==> src/rtl/uart_tx_arbiter.sv <==
// Packet-level round-robin arbiter feeding the write port of uart_tx_fifo.
// A grant is held until the owner's last byte or until the length watchdog expires.
module uart_tx_arbiter #(
   parameter int unsigned NUM_REQ     = 4,
   parameter int unsigned MAX_PKT_LEN = 16,
   parameter bit          HDR_EN      = 1'b1
) (
   input  logic                   clk,
   input  logic                   rst_n,
   input  logic [NUM_REQ-1:0]     req_valid,
   input  logic [8*NUM_REQ-1:0]   req_data,
   input  logic [NUM_REQ-1:0]     req_last,
   output logic [NUM_REQ-1:0]     req_ready,
   output logic                   o_wr_en,
   output logic [7:0]             o_wr_data,
   input  logic                   i_ready,
   output logic [NUM_REQ-1:0]     o_grant,
   output logic                   o_busy,
   output logic                   o_trunc
);

   typedef enum logic [1:0] {
      IDLE = 2'd0,
      HDR  = 2'd1,
      DATA = 2'd2
   } state_t;

   state_t             state, state_nxt;
   logic [3:0]         rr_ptr, rr_ptr_nxt;
   logic [7:0]         byte_cnt, byte_cnt_nxt;
   logic [NUM_REQ-1:0] grant_nxt;
   logic               trunc_nxt;

   logic               pick_any;
   logic [3:0]         pick_id;
   logic               sel_valid;
   logic               sel_last;
   logic [7:0]         sel_data;

   // Circular search from rr_ptr+1: indices above rr_ptr first, then wrap to 0..rr_ptr.
   always_comb begin
      pick_any = 1'b0;
      pick_id  = rr_ptr;
      for (int unsigned i = 0; i < NUM_REQ; i++) begin
         if (!pick_any && req_valid[i] && (4'(i) > rr_ptr)) begin
            pick_any = 1'b1;
            pick_id  = 4'(i);
         end
      end
      for (int unsigned i = 0; i < NUM_REQ; i++) begin
         if (!pick_any && req_valid[i] && (4'(i) <= rr_ptr)) begin
            pick_any = 1'b1;
            pick_id  = 4'(i);
         end
      end
   end

   // rr_ptr doubles as the id of the current owner while a grant is held.
   always_comb begin
      sel_valid = 1'b0;
      sel_last  = 1'b0;
      sel_data  = '0;
      for (int unsigned i = 0; i < NUM_REQ; i++) begin
         if (4'(i) == rr_ptr) begin
            sel_valid = req_valid[i];
            sel_last  = req_last[i];
            sel_data  = req_data[8*i +: 8];
         end
      end
   end

   always_comb begin
      state_nxt    = state;
      rr_ptr_nxt   = rr_ptr;
      byte_cnt_nxt = byte_cnt;
      grant_nxt    = o_grant;
      trunc_nxt    = 1'b0;
      o_wr_en      = 1'b0;
      o_wr_data    = '0;
      req_ready    = '0;
      case (state)
         IDLE: begin
            if (pick_any) begin
               state_nxt    = HDR_EN ? HDR : DATA;
               rr_ptr_nxt   = pick_id;
               byte_cnt_nxt = '0;
               for (int unsigned i = 0; i < NUM_REQ; i++) begin
                  grant_nxt[i] = (4'(i) == pick_id);
               end
            end
         end
         HDR: begin
            o_wr_en = i_ready;
            if (i_ready) begin
               o_wr_data = {4'hA, rr_ptr};
               state_nxt = DATA;
            end
         end
         DATA: begin
            for (int unsigned i = 0; i < NUM_REQ; i++) begin
               req_ready[i] = o_grant[i] & i_ready;
            end
            o_wr_en = sel_valid & i_ready;
            if (o_wr_en) begin
               o_wr_data    = sel_data;
               byte_cnt_nxt = byte_cnt + 8'd1;
               if (sel_last) begin
                  state_nxt = IDLE;
                  grant_nxt = '0;
               end else if (byte_cnt == 8'(MAX_PKT_LEN - 1)) begin
                  state_nxt = IDLE;
                  grant_nxt = '0;
                  trunc_nxt = 1'b1;
               end
            end
         end
         default: begin
            state_nxt = IDLE;
            grant_nxt = '0;
         end
      endcase
   end

   assign o_busy = (state != IDLE);

   always_ff @(posedge clk or negedge rst_n) begin
      if (!rst_n) begin
         state    <= IDLE;
         rr_ptr   <= 4'(NUM_REQ - 1);
         byte_cnt <= '0;
         o_grant  <= '0;
         o_trunc  <= 1'b0;
      end else begin
         state    <= state_nxt;
         rr_ptr   <= rr_ptr_nxt;
         byte_cnt <= byte_cnt_nxt;
         o_grant  <= grant_nxt;
         o_trunc  <= trunc_nxt;
      end
   end

endmodule

==> config.mk <==
export PLATFORM = sky130hd
export DESIGN_NAME = uart_tx_arbiter
export DESIGN_NICKNAME = d
export VERILOG_FILES = /design/src/rtl/uart_tx_arbiter.sv
export SDC_FILE = /design/constraint.sdc
export NUM_CORES = 1
export LEC_CHECK = 0
export BUFFER_PORTS_ARGS = -buffer_cell sky130_fd_sc_hd__buf_2
export CAP_MARGIN = 25
export CORE_ASPECT_RATIO = 0.8
export CORE_MARGIN = 2
export CORE_UTILIZATION = 50
export DETAILED_ROUTE_END_ITERATION = 8
export GPL_TIMING_DRIVEN = 0
export HOLD_SLACK_MARGIN = 0.12
export PLACE_DENSITY = 0.86
export SETUP_SLACK_MARGIN = 0.3
export SLEW_MARGIN = 20
export SYNTH_ARGS = -nofsm -noshare
export SYNTH_HDL_FRONTEND = slang
export SYNTH_SLANG_ARGS = --single-unit
export TNS_END_PERCENT = 100
==> constraint.sdc <==
create_clock -name clk -period 3.3 [get_ports clk]
set_input_delay 0.66 -clock clk [delete_from_list [all_inputs] [get_ports clk]]
set_output_delay 0.66 -clock clk [all_outputs]
set_load 0.005 [all_outputs]
Yosys cells after proc, flatten, opt, wreduce, memory -nomap -nowiden
Cells that the tools add are included.
Widths: inputs -> output; s select.
{"block": "totals", "wordCells": 115, "register_bits": 19}
{"block": "classes", "reduce_logical": 31, "mux": 51, "n_lt_le_gt_ge": 8, "add_sub_neg": 1, "n_eq_ne": 13, "n_bitwise": 6}
{"operator": "$mux 8", "count": 8}
{"operator": "$mux 4", "count": 13}
{"operator": "$pmux 8 s2", "count": 2}
{"operator": "$mux 1", "count": 20}
{"operator": "$eq 2x4->1 const A", "count": 4}
{"operator": "$logic_and 1x1->1", "count": 15}
{"operator": "$pmux 4 s3", "count": 1}
{"operator": "$mux 2", "count": 5}
{"operator": "$add 8x1->8 const B", "count": 1}
{"operator": "$eq 1x4->1 const A", "count": 2}
{"operator": "$eq 8x4->1 const B", "count": 1}
{"operator": "$gt 1x4->1 const A", "count": 2}
{"operator": "$gt 2x4->1 const A", "count": 2}
{"operator": "$le 1x4->1 const A", "count": 2}
{"operator": "$le 2x4->1 const A", "count": 2}
{"operator": "$logic_not 4->1", "count": 2}
{"operator": "$reduce_and 4->1", "count": 2}
{"operator": "$logic_not 1->1", "count": 7}
{"operator": "$ne 2x2->1 const B", "count": 3}
{"operator": "$pmux 2 s3", "count": 1}
{"operator": "$and 1x1->1", "count": 5}
{"operator": "$reduce_bool 2->1", "count": 2}
{"operator": "$ne 3x3->1 const B", "count": 1}
{"operator": "$reduce_and 3->1", "count": 1}
{"operator": "6 further kinds", "count": 6}

Longest topological paths before layout
{"block": "logic_depth", "depth_word": 34, "depth_mapped": 7, "ltp_nobuf": 7}

Least setup slack after synthesis
OpenSTA, ideal clock, no wires.
{"block": "synth_path", "path_kind": "input to output", "from": "input port req_valid[1]", "to": "output port o_wr_data[5]", "slack_ns": 0.887, "required_ns": 2.640, "cell_stages": 5, "t_arrival_ns": 1.753, "path_cell_list": "buf_2 mux4_2 and2_1 a31oi_1 a21oi_1"}
{"block": "synth_via", "elab_chain_len": 6}
{"item": "from (decl)", "line_no": "10", "source": "input logic [NUM_REQ-1:0] req_valid,"}
{"item": "$mux 1 (3 in a row)", "line_no": "64", "source": "if (4'(i) == rr_ptr) begin"}
{"item": "$and 1x1->1", "line_no": "103", "source": "o_wr_en = sel_valid & i_ready;"}
{"item": "$mux 8", "line_no": "104", "source": "if (o_wr_en) begin"}
{"item": "$pmux 8 s2", "line_no": "81", "source": "case (state)"}
{"item": "to (decl)", "line_no": "15", "source": "output logic [7:0] o_wr_data,"}
Every way passes these cells.

Worst setup path in the final report
{"block": "layout_path", "from": "register rr_ptr[0]", "to": "output port o_wr_data[7]"}
{"block": "layout_via", "elab_chain_len": 8, "elab_cells_between_ends": 15, "classes_between": "3 x eq/ne; 10 x mux; 1 x bitwise; 1 x reduce/logical"}
{"item": "from (decl)", "line_no": "29", "source": "logic [3:0] rr_ptr, rr_ptr_nxt;"}
{"item": "from (signal assigned)", "line_no": "129", "source": "rr_ptr <= 4'(NUM_REQ - 1);"}
{"item": "from (signal assigned)", "line_no": "135", "source": "rr_ptr <= rr_ptr_nxt;"}
{"item": "$logic_not 4->1", "line_no": "64"}
{"item": "$mux 1 (4 in a row)", "line_no": "64"}
{"item": "$and 1x1->1", "line_no": "103"}
{"item": "$mux 8 (*)", "line_no": "104"}
{"item": "$pmux 8 s2 (*)", "line_no": "81"}
Mark *: on every way between the ends. The rest lies on a longest branch, timed or not.

==> results.sh <==
export IMPL_status="finished, final reports clean"
export IMPL_dpl_instance_area_um2=1920
export IMPL_period_share_pct=84.6
export IMPL_p_clk_share_pct=12.3
export IMPL_synth_cell_type_count=49
export IMPL_p_leak_nw=0.967
export IMPL_chipHeight_um=54.1
export IMPL_place_hpwl_um=3320
export IMPL_first_global_vias=1600
export IMPL_fin_hold_ws_ns=0.329
export IMPL_initial_core_util_pct=51.6
export IMPL_gr_total_overflow=0
export IMPL_drv_slew=0
export IMPL_crit_fanout=10
export IMPL_fin_area_um2=1970
export IMPL_drt_vias_per_instance=5.88
export IMPL_drt_drc_violations_left=0
export IMPL_post_cts_setup_buffers=0
export IMPL_synth_edf_count=0
export IMPL_wl_per_cell_um=15.2
export IMPL_netlist_instances=169
export IMPL_vdd_drop_max_mv=0.446
export IMPL_dr_pass1_iters=4
export IMPL_cts_hold_fix_buffers=0
export IMPL_yosys_top_cells_area="dfrtp_1 27%, mux4_2 13%, inv_1 3.6%"
export IMPL_p_int_mw=0.746
export IMPL_yosysWarnings=0
export IMPL_portBuffers=60
export IMPL_die_w_um=66.7
export IMPL_p_total_mw=1.33
export IMPL_cp_end_kind="primary output"
export IMPL_synth_nets=216
export IMPL_maxCapViolCount=0
export IMPL_synth_compound_area_share_pct=18.5
export IMPL_fin_setup_tns_ns=0
export IMPL_tightest_slew_ns=0.628
export IMPL_muxShareOfSynthArea_pct=13.6
export IMPL_worst_ep_arrival_time_ns=2.13
export IMPL_layout_drive_gt1_share_pct=38.6
export IMPL_fmax_mhz=358
export IMPL_grt_max_degree=20
export IMPL_wl_um=4150
export IMPL_gp_congestion=0.824
export IMPL_p_sw_share_pct=43.7
export IMPL_cts_root_buf="clkbuf_8"
export IMPL_slew_headroom_pct=57.8
export IMPL_die_area_um2=3610
export IMPL_seq_area_frac_synth_pct=30.4
export IMPL_cts_tree="yes"
export IMPL_yosys_area_share_simple_pct=25.2
export IMPL_vias=1606
export IMPL_fin_crit_ns=2.79
export IMPL_fin_skew_ns=0.00109
export IMPL_coreArea_um2=3040
export IMPL_cts_resized=0
export IMPL_yosys_area_share_xor_xnor_pct=3.35
export IMPL_clk_latency_ns=0.26
export IMPL_net_switching_power_mw=0.580
export IMPL_cts_max_level=1
export IMPL_ys_seq_elements=19
export IMPL_ioPinCount=62
export IMPL_finalSetupViolCount=0
export IMPL_seqPwrFrac_pct=24.9
export IMPL_area_growth_pct=25.2
export IMPL_synth_top_family_by_area="simple AND/OR/NAND/NOR gates"
export IMPL_rows=18
export IMPL_startpoint_type="register"
export IMPL_syn_area_um2=1570
export IMPL_crit_required_ns=2.64
export IMPL_powerDensity_nw_per_um2=675
export IMPL_cts_made_buffers=3
export IMPL_cts_path_max_buffers=2
export IMPL_hold_path_class="input pin to async pin"
export IMPL_grt_pass1_wl_um=7050
export IMPL_ant_nets=0
export IMPL_clk_pin_slew_ns=0.07
export IMPL_antenna_found_initial=0
export IMPL_fin_util_pct=64.7
export IMPL_clock_sinks=19
export IMPL_rsz0062_at_grt="no"
export IMPL_p_comb_share_pct=62.8
export IMPL_syn_avg_cell_area_um2=9.29
export IMPL_track_usage_pct=26.3
export IMPL_drt_iter0_drc=113
export IMPL_synth_top_cell_area_share_pct=27.1
export IMPL_synth_fa_ha_area_share_pct=3.19
export IMPL_yosysTopAreaCell="dfrtp_1"
export IMPL_critPathKind="register to primary output"
export IMPL_antenna_cells=0
export IMPL_synth_ff_type="dfrtp_1"
export IMPL_finalHoldViolCount=0
export IMPL_nets=281
export IMPL_async_flop_share_pct=100
==> synthesized netlist by cell type (all sizes together), types with 2 or more instances <==
cell type	number
a21boi	2
a21oi	4
a31oi	2
a32o	2
and2	4
and3	5
buf	4
clkbuf	2
dfrtp	17
dfstp	2
ha	4
inv	15
mux4	9
nand2	15
nand2b	3
nand3	8
nor2	13
nor2b	5
nor3	6
nor3b	4
nor4	5
o21ai	12
o31ai	2
xnor2	6
==> logic make-up (layout without fill, tap and decap cells) <==
logic type                 count (synthesis)  after routing
AOI/OAI and AO/OA                         36             36
muxes                                     10             10
and+or+nand+nor                           73             73
adders and majority gates                  4              4
xor gates and xnor gates                   6              6
DFF                                       19             19
buffers and inverters                     21             85
==> final timing paths <==
path	depth (start not counted)	slack, ns	to	startpoint
min	1	0.33	byte_cnt[5]	rst_n
max in group asynchronous	1	2.64	rr_ptr[0]	rst_n
min reg2reg	1	0.53	o_grant[0]	o_grant[0]
max reg2reg	7	1.23	o_grant[0]	state[0]
max	6	0.51	o_wr_data[7]	rr_ptr[0]
min in group clk	1	0.53	o_grant[0]	o_grant[0]
==> state kept, by name, indices dropped and copies added (netlist names) <==
| signal | flops |
|---|---|
| byte_cnt | 8 |
| o_grant | 4 |
| rr_ptr | 4 |
| state | 2 |
| o_trunc | 1 |
==> power groups by stage <==
| stage | logic (mW) | registers, mW | clock network (mW) |
|---|---|---|---|
| floorplan | 0.609 | 0.328 | 0 |
| global placement | 0.795 | 0.330 | 0 |
| detailed placement | 0.826 | 0.332 | 0 |
| CTS | 0.827 | 0.328 | 0.163 |
| global route | 0.919 | 0.336 | 0.174 |
| finish | 0.833 | 0.330 | 0.163 |
==> per-layer routing <==
layer,GRT usage (%),part of all wire (%),vias to the layer above
li1,-,-,756
met1,31.1,41,781
met2,49.2,51,63
met3,5.86,6.1,6
met4,5.78,1.0,0
met5,0,0,-
==> placed cells by master (no fill, tap or decap), types with 4 or more instances in the layout <==
master and count:
nand2_1 15, o21ai_0 8, dfrtp_1 17, nor2_1 12, nor3_1 6, nand3_1 8, o21ai_1 4, mux4_2 9
nor2b_1 5, xnor2_1 6, nor4_1 4, inv_1 15, and3_1 5, ha_1 4, buf_2 63, and2_1 4
==> per-stage QoR <==
| stage | setup WS (ns) | cells |
|---|---|---|
| 2_1_floorplan | 0.887 | 169 |
| 3_3_place_gp | 0.673 | 269 |
| 3_5_place_dp | 0.674 | 269 |
| 4_1_cts | 0.519 | 273 |
| 5_1_grt | 0.416 | 273 |
| 6_report | 0.509 | 273 |
==> area by class of cell <==
class	instances	area, um2
fill	283	1070
multi-input combinational	129	1000
sequential	19	478
timing repair buffer	60	300
inverter	15	56.3
tap	40	50.0
clock buffer	4	45.0
buffer	6	33.8
==> worst max-delay path, cell delays in order (launching register included) <==
cell and delay (ns):
dfstp_2 0.53, buf_6 0.14, mux4_2 0.55, and2_1 0.19
a31oi_1 0.26, a21oi_1 0.07, buf_2 0.14
Power figures use the tool's default switching activity.
